### config.mk
export PLATFORM = sky130hd
export DESIGN_NAME = led_pwm_driver_flat
export DESIGN_NICKNAME = d
export VERILOG_FILES = /design/src/rtl/led_pwm_driver_if.sv /design/src/rtl/led_pwm_driver.sv /design/src/flat_wrapper.sv
export SDC_FILE = /design/constraint.sdc
export NUM_CORES = 1
export LEC_CHECK = 0
export CELL_PAD_IN_SITES_DETAIL_PLACEMENT = 1
export CELL_PAD_IN_SITES_GLOBAL_PLACEMENT = 1
export CORE_ASPECT_RATIO = 0.8
export CORE_UTILIZATION = 40
export CTS_BUF_LIST = sky130_fd_sc_hd__clkbuf_4
export DETAILED_ROUTE_END_ITERATION = 10
export PLACE_DENSITY_LB_ADDON = 0.05
export SLEW_MARGIN = 20
export SYNTH_ARGS = -nofsm -noshare
export SYNTH_HDL_FRONTEND = slang
export SYNTH_SLANG_ARGS = --single-unit
### constraint.sdc
create_clock -name clk -period 3.35 [get_ports clk]
set_clock_uncertainty 0.1 [all_clocks]
set_input_delay 0.335 -clock clk [delete_from_list [all_inputs] [get_ports clk]]
set_output_delay 0.335 -clock clk [all_outputs]
set_load 0.01 [all_outputs]
### src/rtl/led_pwm_driver_if.sv
// Config write port for led_pwm_driver.
//   cfg_valid  master->slave  write request
//   cfg_ready  slave->master  shadow slot free
//   cfg_ch     master->slave  target channel
//   cfg_mode   master->slave  00 OFF, 01 STATIC, 10 BLINK, 11 BREATHE
//   cfg_duty   master->slave  brightness / breathe peak
interface led_pwm_driver_if #(
  parameter int NUM_CH   = 5,
  parameter int PWM_BITS = 8
);
  localparam int CH_W = (NUM_CH > 1) ? $clog2(NUM_CH) : 1;

  logic                cfg_valid;
  logic                cfg_ready;
  logic [CH_W-1:0]     cfg_ch;
  logic [1:0]          cfg_mode;
  logic [PWM_BITS-1:0] cfg_duty;

  modport master (output cfg_valid, cfg_ch, cfg_mode, cfg_duty, input  cfg_ready);
  modport slave  (input  cfg_valid, cfg_ch, cfg_mode, cfg_duty, output cfg_ready);
endinterface

### src/rtl/led_pwm_driver.sv
// Multi-channel LED PWM driver: OFF / STATIC / BLINK / BREATHE per channel.
// Config writes land in a single shadow and commit at the next PWM frame
// boundary, so a channel never changes mid-frame.
//
// Optional build macro: LED_PWM_GAMMA_EN -- square-law brightness,
//   eff = (x*x) >> PWM_BITS, applied to duty and breathe level.
//
// led_pwm_lane ports:
//   clk, rst_n      clock, async active-low reset
//   frame_tick      last cycle of the PWM frame
//   commit          shadow targets this lane and is committing now
//   new_mode/duty   shadow contents
//   pwm_cnt         shared PWM slot counter
//   blink_on        shared blink phase
//   led             registered pin, polarity per ACTIVE_LOW
//
// led_pwm_driver ports:
//   clk, rst_n      clock, async active-low reset
//   cfg             config write port (slave modport)
//   frame_tick      1-cycle pulse on the last cycle of each PWM frame
//   led_o           LED pins, dark = ACTIVE_LOW

module led_pwm_lane #(
  parameter int PWM_BITS   = 8,
  parameter bit ACTIVE_LOW = 1'b1
) (
  input  logic                clk,
  input  logic                rst_n,
  input  logic                frame_tick,
  input  logic                commit,
  input  logic                blink_on,
  input  logic [1:0]          new_mode,
  input  logic [PWM_BITS-1:0] new_duty,
  input  logic [PWM_BITS-1:0] pwm_cnt,
  output logic                led
);
  localparam logic [1:0] M_OFF     = 2'b00;
  localparam logic [1:0] M_STATIC  = 2'b01;
  localparam logic [1:0] M_BLINK   = 2'b10;
  localparam logic [1:0] M_BREATHE = 2'b11;

  typedef enum logic {UP = 1'b0, DOWN = 1'b1} dir_t;

  logic [1:0]          mode;
  logic [PWM_BITS-1:0] duty, level;
  dir_t                dir;

  logic [PWM_BITS-1:0] step_peak, nxt_level, eff_duty, eff_level;
  dir_t                nxt_dir;
  logic                lit;

  // One breathe step. When committing, the step runs against the new peak.
  always_comb begin
    step_peak = commit ? new_duty : duty;
    nxt_dir   = dir;
    nxt_level = level;
    if (dir == UP) begin
      if (level == step_peak) begin
        nxt_dir = DOWN;
        if (step_peak != '0) nxt_level = level - 1'b1;
      end else begin
        nxt_level = level + 1'b1;
      end
    end else begin
      if (level == '0) begin
        nxt_dir = UP;
        if (step_peak != '0) nxt_level = level + 1'b1;
      end else begin
        nxt_level = level - 1'b1;
      end
    end
  end

`ifdef LED_PWM_GAMMA_EN
  logic [2*PWM_BITS-1:0] duty_sq, level_sq;
  assign duty_sq   = {{PWM_BITS{1'b0}}, duty}  * {{PWM_BITS{1'b0}}, duty};
  assign level_sq  = {{PWM_BITS{1'b0}}, level} * {{PWM_BITS{1'b0}}, level};
  assign eff_duty  = PWM_BITS'(duty_sq  >> PWM_BITS);
  assign eff_level = PWM_BITS'(level_sq >> PWM_BITS);
`else
  assign eff_duty  = duty;
  assign eff_level = level;
`endif

  // Compare is strict: duty 0 is never lit, full-scale duty misses the last slot.
  always_comb begin
    lit = 1'b0;
    case (mode)
      M_STATIC:  lit = (pwm_cnt < eff_duty);
      M_BLINK:   lit = (pwm_cnt < eff_duty) && blink_on;
      M_BREATHE: lit = (pwm_cnt < eff_level);
      default:   lit = 1'b0;
    endcase
  end

  always_ff @(posedge clk or negedge rst_n) begin
    if (!rst_n) begin
      mode  <= M_OFF;
      duty  <= '0;
      level <= '0;
      dir   <= UP;
      led   <= ACTIVE_LOW;
    end else begin
      led <= lit ^ ACTIVE_LOW;
      if (commit) begin
        mode <= new_mode;
        duty <= new_duty;
        if (new_mode == M_BREATHE) begin
          if (mode != M_BREATHE) begin
            level <= '0;
            dir   <= UP;
          end else if (new_duty < level) begin
            // Clamp so the level never sits above the peak.
            level <= new_duty;
            dir   <= DOWN;
          end else begin
            level <= nxt_level;
            dir   <= nxt_dir;
          end
        end
      end else if (frame_tick && mode == M_BREATHE) begin
        level <= nxt_level;
        dir   <= nxt_dir;
      end
    end
  end
endmodule

module led_pwm_driver #(
  parameter int NUM_CH     = 5,
  parameter int PWM_BITS   = 8,
  parameter int PRESCALE   = 16,
  parameter int BLINK_BITS = 8,
  parameter bit ACTIVE_LOW = 1'b1
) (
  input  logic                clk,
  input  logic                rst_n,
  led_pwm_driver_if.slave     cfg,
  output logic                frame_tick,
  output logic [NUM_CH-1:0]   led_o
);
  localparam int CH_W = (NUM_CH > 1) ? $clog2(NUM_CH) : 1;
  localparam int PS_W = (PRESCALE > 1) ? $clog2(PRESCALE) : 1;
  localparam logic [PS_W-1:0] PS_LAST = PS_W'(PRESCALE - 1);

  typedef struct packed {
    logic [CH_W-1:0]     ch;
    logic [1:0]          mode;
    logic [PWM_BITS-1:0] duty;
  } cfg_req_t;

  logic [PS_W-1:0]       presc;
  logic [PWM_BITS-1:0]   pwm_cnt;
  logic [BLINK_BITS-1:0] blink_cnt;
  logic                  slot_tick, blink_on;
  logic                  pending, accept, ch_ok;
  cfg_req_t              shadow;
  logic [NUM_CH-1:0]     commit;

  assign slot_tick  = (presc == PS_LAST);
  assign frame_tick = slot_tick && (&pwm_cnt);
  assign blink_on   = ~blink_cnt[BLINK_BITS-1];

  assign cfg.cfg_ready = ~pending;
  assign accept        = cfg.cfg_valid && ~pending;
  assign ch_ok         = ({1'b0, cfg.cfg_ch} < (CH_W+1)'(NUM_CH));

  always_ff @(posedge clk or negedge rst_n) begin
    if (!rst_n) begin
      presc     <= '0;
      pwm_cnt   <= '0;
      blink_cnt <= '0;
      pending   <= 1'b0;
      shadow    <= '0;
    end else begin
      presc <= slot_tick ? '0 : presc + 1'b1;
      if (slot_tick)  pwm_cnt   <= pwm_cnt + 1'b1;
      if (frame_tick) blink_cnt <= blink_cnt + 1'b1;
      // Out-of-range channels are swallowed without occupying the shadow.
      // An accept on a frame_tick cycle sets pending, so it waits a full frame.
      if (accept && ch_ok) begin
        pending <= 1'b1;
        shadow  <= {cfg.cfg_ch, cfg.cfg_mode, cfg.cfg_duty};
      end else if (frame_tick) begin
        pending <= 1'b0;
      end
    end
  end

  for (genvar i = 0; i < NUM_CH; i++) begin : g_lane
    assign commit[i] = frame_tick && pending && (shadow.ch == CH_W'(i));

    led_pwm_lane #(
      .PWM_BITS   (PWM_BITS),
      .ACTIVE_LOW (ACTIVE_LOW)
    ) u_lane (
      .clk        (clk),
      .rst_n      (rst_n),
      .frame_tick (frame_tick),
      .commit     (commit[i]),
      .blink_on   (blink_on),
      .new_mode   (shadow.mode),
      .new_duty   (shadow.duty),
      .pwm_cnt    (pwm_cnt),
      .led        (led_o[i])
    );
  end
endmodule

### src/flat_wrapper.sv
// flat-port wrapper written by rule: the top's interface ports become plain ports
module led_pwm_driver_flat 
#(
  parameter int NUM_CH     = 5,
  parameter int PWM_BITS   = 8,
  parameter int PRESCALE   = 16,
  parameter int BLINK_BITS = 8,
  parameter bit ACTIVE_LOW = 1'b1
)
  (clk, rst_n, frame_tick, led_o, cfg_cfg_valid, cfg_cfg_ch, cfg_cfg_mode, cfg_cfg_duty, cfg_cfg_ready);
  led_pwm_driver_if #(.NUM_CH(NUM_CH), .PWM_BITS(PWM_BITS)) cfg_i ();
  input  logic clk;
  input  logic rst_n;
  output logic frame_tick;
  output logic [NUM_CH-1:0] led_o;
  input wire logic [$bits(cfg_i.cfg_valid)-1:0] cfg_cfg_valid;
  input wire logic [$bits(cfg_i.cfg_ch)-1:0] cfg_cfg_ch;
  input wire logic [$bits(cfg_i.cfg_mode)-1:0] cfg_cfg_mode;
  input wire logic [$bits(cfg_i.cfg_duty)-1:0] cfg_cfg_duty;
  output wire logic [$bits(cfg_i.cfg_ready)-1:0] cfg_cfg_ready;
  assign cfg_i.cfg_valid = cfg_cfg_valid;
  assign cfg_i.cfg_ch = cfg_cfg_ch;
  assign cfg_i.cfg_mode = cfg_cfg_mode;
  assign cfg_i.cfg_duty = cfg_cfg_duty;
  assign cfg_cfg_ready = cfg_i.cfg_ready;
  led_pwm_driver #(.NUM_CH(NUM_CH), .PWM_BITS(PWM_BITS), .PRESCALE(PRESCALE), .BLINK_BITS(BLINK_BITS), .ACTIVE_LOW(ACTIVE_LOW)) u_core (.clk(clk), .rst_n(rst_n), .cfg(cfg_i), .frame_tick(frame_tick), .led_o(led_o));
endmodule
Word-level counts from Yosys, hierarchy flattened
Cells that the tools add are included.
- flip-flop bits (word level): 134
- input port bits: 16
- output and inout bits: 7
- word-level logic and storage cells: 249
- add/subtract/negate cells: 13
- $lt $le $gt $ge: 16
- equality and inequality tests: 36
- mux-type cells: 103
- bitwise operators: 7
- reduce and logical (&&, ||, !) cells: 42
- operators by type and width (kind ; number):
    two-way mux 8 bit ; 55
    < comparator 8 bit ; 15
    adder 8 x 1 -> 8 bit (second input constant) ; 7
    two-way mux 1 bit ; 42
    == test 8 bit ; 5
    zero test 8 bit ; 5
    nonzero test 8 bit ; 5
    subtractor 8 x 1 -> 8 bit (second input constant) ; 5
    == test 2 bit (second input constant) ; 11
    logical AND 1 bit ; 19
    one-hot mux 1 bit (3 select lines) ; 5
    nonzero test 2 bit ; 6
    == test 2 x 1 -> 1 bit (second input constant) ; 5
    != test 2 x 1 -> 1 bit (second input constant) ; 5
    != test 2 bit (second input constant) ; 5
    AND reduction 2 bit ; 5
    AND reduction 8 bit ; 1
    NOT 1 bit ; 7
    == test 3 x 2 -> 1 bit (second input constant) ; 2
    adder 4 x 1 -> 4 bit (second input constant) ; 1
    == test 4 bit (second input constant) ; 1
    two-way mux 4 bit ; 1
    == test 3 x 1 -> 1 bit (second input constant) ; 1
    == test 3 bit (second input constant) ; 1
    other kinds (2) ; 2

Longest topological paths before layout
- depth in word-level cells: 13
- gate-level depth with buffers: 12
- gate-level depth less buffers: 10

Modules after synthesis
Synthesis repeated with hierarchy kept, for this count alone.
- cells, all modules: 1295
- area total of the unflattened synthesis: 11825.1 sq um
- by module, submodules not included (module ; instances ; cells each ; area each (sq um) ; seq. area each (sq um)):
    led_pwm_lane (u_core.g_lane[0].u_lane ...) ; 4 ; 238 ; 2062.0 ; 501.7
    led_pwm_lane (u_core.g_lane[1].u_lane) ; 1 ; 227 ; 2102.0 ; 501.7
    led_pwm_driver ; 1 ; 116 ; 1475.2 ; 850.8

Worst setup path after synthesis
Ideal clock, no wire load.
- path type: register to register
- start point: register u_core.pwm_cnt[1]
- end point: register u_core.g_lane[4].u_lane.level[2]
- library setup time: 126 ps
- arrival: 2972 ps
- data required time: 3124 ps
- path slack: 152 ps
- stages on the path, launching flop included: 11
- path buffers: 1
- period minus slack after synthesis: 3198 ps
- path through: dfrtp_1 -> ha_1 -> nand4_1 -> nor4_4 -> mux2i_1 -> xnor2_1 -> and2_1 -> buf_4 -> a311oi_1 -> a211oi_1 -> a221o_1
- longest elaborated chain between the ends: 13
- ends and longest elaborated chain (element ; RTL line ; source):
    start, declared ; led_pwm_driver.sv:153 ; logic [PWM_BITS-1:0] pwm_cnt;
    start signal, assigned ; led_pwm_driver.sv:177 ; if (slot_tick) pwm_cnt <= pwm_cnt + 1'b1;
    AND reduction 8 bit * ; led_pwm_driver.sv:161 ; assign frame_tick = slot_tick && (&pwm_cnt);
    logical AND 1 bit * ; led_pwm_driver.sv:161 ;
    logical AND 1 bit (2 in series) ; led_pwm_driver.sv:191 ; assign commit[i] = frame_tick && pending && (shadow.ch == CH_W'(i));
    two-way mux 8 bit ; -- ;
    nonzero test 8 bit ; led_pwm_driver.sv:60, led_pwm_driver.sv:67 ;
    two-way mux 8 bit, on equally long branches ; led_pwm_driver.sv:60, led_pwm_driver.sv:67 ;
    two-way mux 8 bit, on equally long branches ; led_pwm_driver.sv:58, led_pwm_driver.sv:65 ;
    two-way mux 8 bit ; led_pwm_driver.sv:57 ; if (dir == UP) begin
    two-way mux 8 bit ; led_pwm_driver.sv:112 ; end else if (new_duty < level) begin
    two-way mux 8 bit ; led_pwm_driver.sv:109 ; if (mode != M_BREATHE) begin
    two-way mux 8 bit ; led_pwm_driver.sv:108 ; if (new_mode == M_BREATHE) begin
    two-way mux 8 bit ; led_pwm_driver.sv:105 ; if (commit) begin
    end signal, assigned ; led_pwm_driver.sv:114 ; level <= new_duty;
    end signal, assigned ; led_pwm_driver.sv:117 ; level <= nxt_level;
    end signal, assigned ; led_pwm_driver.sv:122 ; level <= nxt_level;
    end, declared ; led_pwm_driver.sv:45 ; logic [PWM_BITS-1:0] duty, level;
Every way passes the cells marked *; elsewhere a longest branch is shown, timed or not. The select of a mux whose other input is x is not followed.
A chain may end at the register's enable or synchronous reset.

Worst setup path in the final report
- start point: register u_core.presc[0]
- end point: register u_core.g_lane[1].u_lane.level[3]
- longest elaborated chain between the ends: 13
- ends and longest elaborated chain (element ; RTL line ; source):
    start, declared ; led_pwm_driver.sv:152 ; logic [PS_W-1:0] presc;
    start signal, assigned ; led_pwm_driver.sv:176 ; presc <= slot_tick ? '0 : presc + 1'b1;
    == test 4 bit * ; led_pwm_driver.sv:160 ; assign slot_tick = (presc == PS_LAST);
    logical AND 1 bit * ; led_pwm_driver.sv:161 ;
    logical AND 1 bit (2 in series) ; led_pwm_driver.sv:191 ;
    two-way mux 8 bit ; led_pwm_driver.sv:54 ; step_peak = commit ? new_duty : duty;
    nonzero test 8 bit ; led_pwm_driver.sv:60, led_pwm_driver.sv:67 ;
    two-way mux 8 bit, on equally long branches ; led_pwm_driver.sv:60, led_pwm_driver.sv:67 ;
    two-way mux 8 bit, on equally long branches ; led_pwm_driver.sv:58, led_pwm_driver.sv:65 ;
    two-way mux 8 bit ; led_pwm_driver.sv:57 ;
    two-way mux 8 bit ; led_pwm_driver.sv:112 ;
    two-way mux 8 bit ; led_pwm_driver.sv:109 ;
    two-way mux 8 bit ; led_pwm_driver.sv:108 ;
    two-way mux 8 bit ; led_pwm_driver.sv:105 ;
    end signal, assigned ; led_pwm_driver.sv:114 ;
    end signal, assigned ; led_pwm_driver.sv:117 ;
    end signal, assigned ; led_pwm_driver.sv:122 ;
    end, declared ; led_pwm_driver.sv:45 ;
Marked as above.

==> out/summary.txt <==
RUN STATUS
------------------------------------------------------------------------------------
Status ................................................................ finished, final reports clean

YOSYS
------------------------------------------------------------------------------------
Synthesized cell area .................................................   0.0124 mm2
Distinct cell type count after synthesis ..............................           85
Average instance area after synthesis .................................     8.27 um2
Dominant cell by count in the synthesized netlist ..................... sky130_fd_sc_hd__nand2_1
Proportion of synthesized flip-flops having asynchronous set or reset .         100%
Number of flops mapped to enable cells by yosys .......................            0
FF+latch count, synth .................................................          134
Number of warnings issued by yosys ....................................            0
Library cell occupying the most area in the post-synthesis netlist .... sky130_fd_sc_hd__dfrtp_1
Main synth FF type .................................................... sky130_fd_sc_hd__dfrtp_1
Most frequent cells after synthesis ................................... sky130_fd_sc_hd__nand2_1 (136), sky130_fd_sc_hd__dfrtp_1 (129), sky130_fd_sc_hd__ha_1 (118)
Fraction of post-synthesis cell area in the top cell type by area .....        26.1%
Net count after synthesis .............................................         1630
Most area-consuming cells after synthesis ............................. sky130_fd_sc_hd__dfrtp_1 (26%), sky130_fd_sc_hd__ha_1 (12%), sky130_fd_sc_hd__o21ai_0 (4.2%)
Gate Count Post-Synth .................................................         1496
Sequential cell area fraction in the yosys report .....................        27.2%

GRT
------------------------------------------------------------------------------------
Global-route wire length before repair ................................     75000 um
Remaining Overflow, GRT ...............................................            0
Via count of the first global-routing pass ............................        12500
Number of antenna violations at the first check in global routing .....            2
Maximum number of pins on one net before global-route repair ..........           68
Gr usage total ........................................................        31.1%

DRT
------------------------------------------------------------------------------------
DR vias/cell ..........................................................         6.12
Detailed-route DRC error count ........................................            0
Post-route ant nets ...................................................            0
Number of DRC markers after the initial detailed-route iteration ......          931
Final routed wire length divided by cell count ........................      23.8 um
Vias ..................................................................        12300
Drt first pass iters ..................................................            5
Post-Route WL .........................................................     47900 um

PLACE
------------------------------------------------------------------------------------
HPWL after detailed placement .........................................     36100 um
Placed Area ...........................................................   0.0138 mm2
Cell count after placement ............................................         1976
Post-Place Worst Slack ................................................    0.0680 ns
Routability congestion estimate .......................................        0.906
Count of buffers from port buffering ..................................           22

STA
------------------------------------------------------------------------------------
Final setup viols .....................................................            0
Final hold violation count ............................................            0
Setup slack of the critical path after layout .........................     0.116 ns
Max Clk Rate ..........................................................      309 MHz
Period utilisation layout .............................................        96.5%
Measured slew at the worst slew-check pin .............................     0.910 ns
Post-Route Setup TNS ..................................................         0 ns
Shortest period the worst path allows .................................      3.23 ns
Remaining max-slew budget at the tightest pin .........................        38.8%
Worst slack on hold paths .............................................     0.184 ns
Number of max-slew violations in the final report .....................            0

FLOORPLANNING
------------------------------------------------------------------------------------
Overall die area ......................................................   0.0316 mm2
Initial Util ..........................................................        40.7%
Horizontal extent of the die ..........................................       199 um
Die height ............................................................       159 um
Core Region ...........................................................   0.0304 mm2
Top-level port count ..................................................           23
Row cnt ...............................................................           57

WORST SETUP PATH
------------------------------------------------------------------------------------
Capturing element type of the critical path ...........................     register
Depth of the worst register-to-register path ..........................           12
Reg2Reg Launch Point .................................................. u_core.presc[0]
Number of buffers and inverters on the critical path ..................            3
Max stage delay cell, worst path ...................................... sky130_fd_sc_hd__or3_1
Kind of launch point of the worst setup path ..........................     register
Largest delay contributor family on the critical path ................. simple AND/OR/NAND/NOR gates
Data arrival time at the worst-slack endpoint .........................      3.70 ns
Highest fanout seen on the critical path ..............................            9
Crit path top cell by count ........................................... sky130_fd_sc_hd__buf_4
Type of the worst setup path .......................................... register to register
Cells along the critical path ......................................... ha_1 -> nand3_2 -> buf_4 -> or3_1 -> buf_4 -> nor3_1 -> nor2_1 -> buf_4 -> a21o_1 -> o32ai_1 -> a21oi_1 -> o2bb2ai_1
Register-to-register setup slack ......................................      0.12 ns
Reg-to-reg critical path endpoint ..................................... u_core.g_lane[1].u_lane.eff_level[3]
Required time at the endpoint of the critical path ....................      3.81 ns
Largest incremental delay on the critical path ........................      0.47 ns

CTS
------------------------------------------------------------------------------------
CTS sink count ........................................................          134
Cell at the root of the clock tree .................................... sky130_fd_sc_hd__clkbuf_4
# H-tree levels .......................................................            4
Clock-pin transition on the worst setup and hold timing paths .........      0.16 ns
Num CTS Buffers .......................................................           17
Clock insertion delay at the later pin of the skew report .............      0.65 ns
TritonCTS clock tree ..................................................          yes
Max Buffers Root-to-Sink ..............................................            2

POWER AND IR DROP
------------------------------------------------------------------------------------
Internal cell power ...................................................      2.10 mW
Pwr Density ...........................................................   208 mW/mm2
PnR Total Power .......................................................      2.95 mW
Sw Pwr ................................................................     0.845 mW
Sequential share of power .............................................        54.9%
Largest vdd supply drop ...............................................   0.000204 V
Combinational share of power ..........................................         2.4%
Fraction of power spent switching nets ................................        28.6%
Static leakage power ..................................................      6.19 nW
Relative contribution of the clock network to total power .............        42.7%

FINAL LAYOUT
------------------------------------------------------------------------------------
Total number of nets in the final design ..............................         1721
Post-route standard cell area excluding fillers .......................   0.0142 mm2
Final std cells w/o fill ..............................................         2014
Number of filler instances in the final layout ........................         3707
Share of cells above drive strength 1 .................................        15.4%
Area growth from synthesis to layout ..................................        14.7%
Finished Core Util ....................................................        46.7%

WORST HOLD PATH
------------------------------------------------------------------------------------
Worst min-delay path class ............................................ input pin to async pin

FLOW RUN
------------------------------------------------------------------------------------
Max cap viols .........................................................            0

[logic make-up (layout without fill, tap and decap cells)]
group | Yosys count | in the layout | synth area share [%]
multiplexers | 60 | 60 | 5.23
adder cells (fa/ha/maj) | 118 | 118 | 11.9
AO/OA/AOI/OAI | 443 | 443 | 23.9
flip-flops | 134 | 134 | 27.2
AND/OR/NAND/NOR | 461 | 461 | 19.3
buffers and inverters | 191 | 295 | 6.09
XOR/XNOR | 89 | 89 | 6.36
other | 0 | 1 | 0
[area by class of cell]
cell class	instances	area [um2]	area share (%)
Inverter	99	372	2.62
Sequential cell	134	3360	23.7
Clock buffer	17	128	0.900
Antenna cell	1	2.50	0.0176
Timing Repair Buffer	164	1330	9.38
Clock inverter	15	164	1.16
Tap cell	413	517	3.64
Multi-Input combinational cell	1171	8310	58.6
[cell usage in the layout (no fill, tap or decap), drive strengths merged, types with 23 or more instances in the layout]
cell type | synthesis | routed
nor4 | 39 | 39
o21ai | 106 | 106
xor2 | 35 | 35
dfrtp | 129 | 129
o211ai | 24 | 24
ha | 118 | 118
nor2 | 59 | 59
a21o | 53 | 53
nor3 | 45 | 45
xnor2 | 54 | 54
mux2 | 37 | 37
mux2i | 23 | 23
nand2 | 136 | 136
inv | 96 | 105
nand3 | 50 | 50
buf | 11 | 142
a21oi | 85 | 85
a31oi | 27 | 27
[state kept, by name, summed over array words and instances (netlist names)]
| register | count |
|---|---|
| u_core.pending | 1 |
| u_core.g_lane.u_lane.mode | 10 |
| u_core.g_lane.u_lane.eff_level | 40 |
| u_core.pwm_cnt | 8 |
| u_core.g_lane.u_lane.duty | 40 |
| u_core.blink_cnt | 8 |
| u_core.shadow | 13 |
| u_core.g_lane.u_lane.dir | 5 |
| u_core.presc | 4 |
| u_core.g_lane.u_lane.led | 5 |
[metal layers]
metal  track usage, %  wire, um  vias to the layer above
met1             46.4     23700                     6223
li1                 -         -                     5703
met4             7.94       947                        0
met5                0         0                        -
met2             46.1     20700                      339
met3             5.30      2540                       67
[worst max-delay path by stage]
stage / start / endpoint / slack (ns) / cells past startpoint
4_1_cts: u_core.presc[0] / u_core.g_lane[0].u_lane.eff_level[4] / 0.04 / 12
5_1_grt: u_core.presc[0] / u_core.g_lane[0].u_lane.eff_level[4] / -0.005 / 12
6_report: u_core.presc[0] / u_core.g_lane[1].u_lane.eff_level[3] / 0.12 / 12
3_3_place_gp: u_core.pwm_cnt[5] / u_core.g_lane[3].u_lane.eff_level[5] / 0.13 / 10
3_5_place_dp: u_core.presc[0] / u_core.g_lane[0].u_lane.eff_level[4] / 0.07 / 12
2_1_floorplan: u_core.pwm_cnt[1] / u_core.g_lane[4].u_lane.eff_level[2] / 0.15 / 10
[power groups by stage]
stage / sequential (mW) / combinational, mW / clock, mW
after detailed placement: 1.65 / 0.0751 / 0
after floorplan: 1.65 / 0.00546 / 0
after CTS: 1.62 / 0.0761 / 1.31
after global placement: 1.65 / 0.0742 / 0
after global routing: 1.62 / 0.0811 / 1.36
final: 1.62 / 0.0722 / 1.26
[repair_timing]
item                                    in CTS  in global routing
resized for setup                            1                 12
endpoints found under the hold margin       61                  0
setup buffers                                0                  4
hold buffers                                 1                  0
endpoints found under the setup margin       1                 21
Note: power is estimated with default switching activity, not from simulation.
==> edit 1: new RTL, same flow settings <==
`NUM_CH` is set to 5 in 3 places; all go to 10.
--- a/src/rtl/led_pwm_driver_if.sv
+++ b/src/rtl/led_pwm_driver_if.sv
@@ -7,3 +7,3 @@
 interface led_pwm_driver_if #(
-  parameter int NUM_CH   = 5,
+  parameter int NUM_CH   = 10,
   parameter int PWM_BITS = 8
--- a/src/rtl/led_pwm_driver.sv
+++ b/src/rtl/led_pwm_driver.sv
@@ -129,3 +129,3 @@
 module led_pwm_driver #(
-  parameter int NUM_CH     = 5,
+  parameter int NUM_CH     = 10,
   parameter int PWM_BITS   = 8,
--- a/src/flat_wrapper.sv
+++ b/src/flat_wrapper.sv
@@ -3,3 +3,3 @@
 #(
-  parameter int NUM_CH     = 5,
+  parameter int NUM_CH     = 10,
   parameter int PWM_BITS   = 8,
Ports: changed (resized cfg_cfg_ch and led_o); port bits go from 23 to 29. No check against the original RTL was run, so the function may have changed too.
==> edit 1 against the unedited design <==
Final cell count increased by 91%; clock power rose by 140%; worst hold slack lost 0.027 ns; largest power group is now the clock network; area after synthesis up 79%; synthesized cell count up 92%; count of clock-buffer cells in the layout grew 91; fmax down 4.8%; largest cell class unchanged; sequential cell count is 101 higher; the flow now finishes with violations (negative setup slack); utilization rose by 1.7 points; wire length is 92% higher; total power grew 100%; design area up 85%; worst setup slack lost 0.16 ns.
==> edit 1: results (changes against the unedited design) <==
stage,metric,value,unit,change
setup_path,CP max FO,5,,-4
global_route,met2 track demand over resource,50.6,%,+4.5 points
power_and_ir_drop,leak pwr,0.0117,uW,+89%
yosys,Post-Synth XOR/XNOR Area,5.59,%,-0.78 points
route,final WL,92200,microns,+92%
yosys,syn avg cell area,7.71,sq um,-6.7%
cts,Clock transition at path regs,0.08,ns,-0.08 ns
route,Met2 Routed Length,40900,microns,+98%
placed_design,dpl cell area,24600,sq um,+79%
yosys,post-synthesis sequential area ratio,26.7,%,-0.50 points
setup_path,crit path to,u_core.g_lane[4].u_lane.eff_level[3]$_DFFE_PN0P_,,
sta,Least-Margin Pin Slew,1.08,ns,+0.171 ns
placed_design,DP HPWL,67600,microns,+87%
route,Metal-1 WL,43600,microns,+84%
route,TritonRoute pass-1 iters,6,,+1
finish,Nets,3333,,+94%
yosys,top post-synthesis cells by count,"o21ai_0 (292), nand2_1 (287), ha_1 (233), dfrtp_1 (225), a21oi_1 (202)",,
finish,share of cells above drive strength 1,17.3,%,+2.0 points
setup_path,worst r2r src,u_core.pending$_DFFE_PN0P_,,
setup_path,R2R depth,11,,-1
outcome,outcome,finished with violations,,
route,routed via count,23400,,+90%
route,metal3 WL,5370,microns,+110%
global_route,met3 Usage GRT,4.49,%,-0.80 points
finish,Final Cell Area,26300,sq um,+85%
route,Iter 0 DRT Violations,1754,,+88%
cts,Clock Path Buffers,3,,+1
cts,CTS buffer count,74,,+57
setup_path,CP arrival,3.97,ns,+0.27 ns
global_route,vias in the first global route,23700,,+90%
global_route,first-pass GRT wire length,142000,microns,+89%
yosys,Syn Nets,3116,,+91%
outcome,failing checks,negative setup slack,,
min_path,hold crit path type,in2reg,,
yosys,post-synthesis mux area share,2.76,%,-2.5 points
power_and_ir_drop,clock share of power,50.2,%,+7.5 points
placed_design,placed cells,3669,,+86%
finish,final non-filler cell total,3845,,+91%
placed_design,I/O Buffers,28,,+27%
yosys,Synth Area in Adders,13.2,%,+1.3 points
cts,Max H-tree Level,3,,-1
global_route,GRT Total Usage,32.5,%,+1.4 points
global_route,Global Route met1 Usage,46.6,%,+0.13 points
yosys,ranking of synthesized cells by area,"dfrtp_1 (25%), ha_1 (13%), o21ai_0 (6.6%), nand2_1 (4.9%), a21oi_1 (4.6%)",,
sta,Setup Viol. Count Final,2,,+2
power_and_ir_drop,combinational share of power,2.1,%,-0.3 points
sta,Setup TNS Final,-0.0810,ns,-0.0810 ns
placed_design,RD Place Congestion,0.919,,+1.4%
power_and_ir_drop,combinational group power,122,uW,+69%
global_route,pin count of the biggest net entering global routing,79,,+16%
sta,"Worst Setup Slack, final",-0.0466,ns,-0.162 ns
power_and_ir_drop,switching part of the total,26.8,%,-1.8 points
[edit 1: changes by cell type after synthesis, sizes merged, moves of 37 or more]
cell and delta:
xnor2 +48, ha +115, nand2 +152, dfrtp +96, inv +94, nor2b +37, nand3 +51, o21ai +192
clkbuf +76, a21oi +117, nand2b +49, nor2 +137
[edit 1: layout make-up]
class / count / area, sq um
Antenna cell: 4 / 10.0
Multi-Input combinational cell: 2257 / 15100
Inverter: 194 / 728
Timing Repair Buffer: 321 / 2700
Clock inverter: 24 / 91.3
Clock buffer: 108 / 811
Sequential cell: 235 / 5910
Tap cell: 702 / 878
Fill cell: 6645 / 28000
[edit 1: how the worst min path moves through the flow]
stage	to	slack, ns
3_5_place_dp	u_core.g_lane[3].u_lane.dir$_DFFE_PN0P_	0.30
5_1_grt	u_core.shadow[12]$_DFFE_PN0P_	0.11
4_1_cts	u_core.shadow[12]$_DFFE_PN0P_	0.11
2_1_floorplan	u_core.blink_cnt[0]$_DFFE_PN0P_	-0.06
3_3_place_gp	u_core.g_lane[3].u_lane.dir$_DFFE_PN0P_	0.30
6_report	u_core.shadow[12]$_DFFE_PN0P_	0.16
[edit 1: what timing repair did]
item | in CTS | in global routing
gates cloned | 0 | 2
hold buffers | 11 | 0
pin swaps | 10 | 20
resized for setup | 17 | 95
buffers inserted | 6 | 21
endpoints found under the setup margin | 31 | 71
hold endpoints to repair | 178 | 0
[edit 1: critical path: stages, from the launching register on]
cell	delay (ns)
dfrtp_1	0.41
or3b_4	0.42
nor4_4	0.31
buf_4	0.17
nand3_2	0.09
and3_4	0.17
or4_4	0.43
a2111o_1	0.39
nor2b_4	0.18
a32oi_1	0.23
nand3_1	0.09
o31a_1	0.24
==> edit 2: new RTL, same settings <==
Without the edit above. Make the reset (`rst_n`) synchronous in 2 clocked blocks. Comments in the files are not updated.
--- a/src/rtl/led_pwm_driver.sv
+++ b/src/rtl/led_pwm_driver.sv
@@ -95,3 +95,3 @@
 
-  always_ff @(posedge clk or negedge rst_n) begin
+  always_ff @(posedge clk) begin
     if (!rst_n) begin
@@ -167,3 +167,3 @@
 
-  always_ff @(posedge clk or negedge rst_n) begin
+  always_ff @(posedge clk) begin
     if (!rst_n) begin
Formal check against the unedited RTL: differs if rst_n is asserted again (counterexample within 4 cycles, from zero or initial values and one cycle with rst_n low); with rst_n held inactive, the same outputs for 10 cycles.
==> edit 2 against the unedited design <==
The flow now finishes with violations (design-rule violations); area after synthesis down 6.3%; worst hold slack better by 0.049 ns; worst setup slack better by 0.029 ns; design area down 6.5%; sequential cell count unchanged; via count down 0.66%; sequential share of layout area down 3.4 points; first-iteration DRC count down 11%; global-route usage down 0.083 points; wire length down 5.5%.
Power is not compared: it rests on default switching activity, and its combinational part moved more than twofold at a synthesized area within 25%.
==> edit 2: results (changes against the unedited design) <==
stage,metric,value,unit,change
route,Vias/cell,6.04,,-1.4%
yosys,share of flip-flops with an asynchronous set or reset,0,%,-100 points
yosys,ranking of synthesized cells by area,"dfxtp_1 (23%), ha_1 (13%), nand2_1 (6.7%), a21oi_1 (5.3%), xnor2_1 (4.7%)",,
finish,share of cells above drive strength 1,11.8,%,-3.5 points
cts,CTS buffer count,17,,unchanged
outcome,failing checks,design-rule violations,,
route,DRC viols,2,,+2
global_route,GRT Total Usage,31.1,%,-0.083 points
outcome,outcome,finished with violations,,
min_path,hold crit path type,in2reg,,
finish,Nets,1778,,+3.3%
setup_path,crit-path leading delay family,simple AND/OR/NAND/NOR gates,,
setup_path,CP max FO,14,,+5
cts,Clock Path Buffers,2,,unchanged
power_and_ir_drop,Peak VDD IR,0.176,mV,
cts,clk root buf,clkbuf_4,,
power_and_ir_drop,leak pwr,0.00509,uW,
min_path,HP Start,cfg_cfg_duty[2],,
yosys,Yosys warnings,0,,unchanged
placed_design,RD Place Congestion,0.905,,-0.13%
yosys,Unique masters post-synth,77,,-9.4%
yosys,post-synthesis sequential area ratio,23.1,%,-4.0 points
placed_design,worst-case setup slack after placement,0.0637,ns,-0.00429 ns
setup_path,CP arrival,3.60,ns,-0.10 ns
global_route,initial antenna violation count,1,,-1
route,final WL,45300,microns,-5.5%
yosys,top post-synthesis cells by count,"nand2_1 (208), dfxtp_1 (134), a21oi_1 (123), ha_1 (118), nor2_1 (112)",,
global_route,vias in the first global route,11900,,-4.2%
cts,Max H-tree Level,4,,unchanged
sta,relative slew slack,32.5,%,-6.2 points
setup_path,slowest CP cell,or4_1,,
route,TritonRoute pass-1 iters,8,,+3
setup_path,WS Path Type,reg2reg,,
placed_design,DP HPWL,33900,microns,-6.1%
cts,Skew-Pair Late Insertion Delay,0.61,ns,-0.04 ns
setup_path,worst r2r src,u_core.pwm_cnt[0]$_SDFFE_PN0P_,,
placed_design,I/O Buffers,22,,unchanged
cts,Clock transition at path regs,0.14,ns,-0.02 ns
route,Iter 0 DRT Violations,825,,-11%
global_route,first-pass GRT wire length,70900,microns,-5.5%
global_route,pin count of the biggest net entering global routing,50,,-26%
setup_path,slowest cell delay on critical path,0.67,ns,+0.20 ns
sta,final hold vios,0,,unchanged
yosys,Syn Nets,1725,,+5.8%
## edit 2: area by class of cell
| cell class | instances | area, sq um |
|---|---|---|
| fillers | 3571 | 15200 |
| multi-input cells | 1259 | 8250 |
| flip-flops and latches | 134 | 2690 |
| repair buffers | 140 | 1180 |
| well taps | 370 | 463 |
| inverters | 92 | 347 |
| clock inverters | 13 | 194 |
| clock buffers | 19 | 143 |
| diodes | 2 | 5.00 |
## edit 2: kinds of logic after synthesis
kind of cell	synth area share, %
AOI/OAI and AO/OA	22.8
and+or+nand+nor	25.2
DFF	23.1
muxes	3.06
buffers and inverters	6.65
xor gates and xnor gates	6.34
adders and majority gates	12.7
## edit 2: worst paths after layout
path | slack (ns) | depth (start not counted) | to
min reg2reg | 0.40 | 2 | u_core.blink_cnt[1]$_SDFFE_PN0P_
max reg2reg | 0.15 | 11 | u_core.g_lane[1].u_lane.eff_level[5]$_SDFFE_PN0P_
max | 0.15 | 11 | u_core.g_lane[1].u_lane.eff_level[5]$_SDFFE_PN0P_
min | 0.23 | 3 | u_core.shadow[2]$_SDFFE_PN0P_
## edit 2: worst reg2reg max path: stages (launching register included)
cell     delay, ns
dfxtp_2       0.37
ha_1          0.17
nand3_1       0.11
buf_4         0.22
or4_1         0.67
mux2i_2       0.24
xnor2_1       0.35
o21ai_1       0.20
o22ai_1       0.23
xnor2_1       0.14
nor2_1        0.05
a211o_1       0.27
## edit 2: report_power, final
part	leakage, uW	switching [uW]	total [uW]	internal, uW
Clock	0.000178	745	1370	620
Combinational	0.00383	223	367	144
Sequential	0.00108	28.3	1640	1610
## edit 2: what timing repair did
item | CTS | global route
resized for setup | 0 | 26
setup buffers | 0 | 4
endpoints found under the setup margin | 0 | 30
## edit 2: stage by stage
step | instances | area [sq um] | TNS [ns]
floorplan | 1591 | 11600 | 0
global placement | 1991 | 12800 | 0
detailed placement | 1991 | 12800 | 0
CTS | 2023 | 13100 | 0
global route | 2029 | 13300 | -0.00873
finish | 2029 | 13300 | 0
## edit 2: routing by layer
layer | wire [microns] | vias up | GRT usage [%]
met5 | 0 | - | 0
met4 | 491 | 0 | 5.74
met3 | 3030 | 35 | 5.49
li1 | - | 5793 | -
met2 | 18800 | 361 | 45.1
met1 | 23000 | 6062 | 47.4
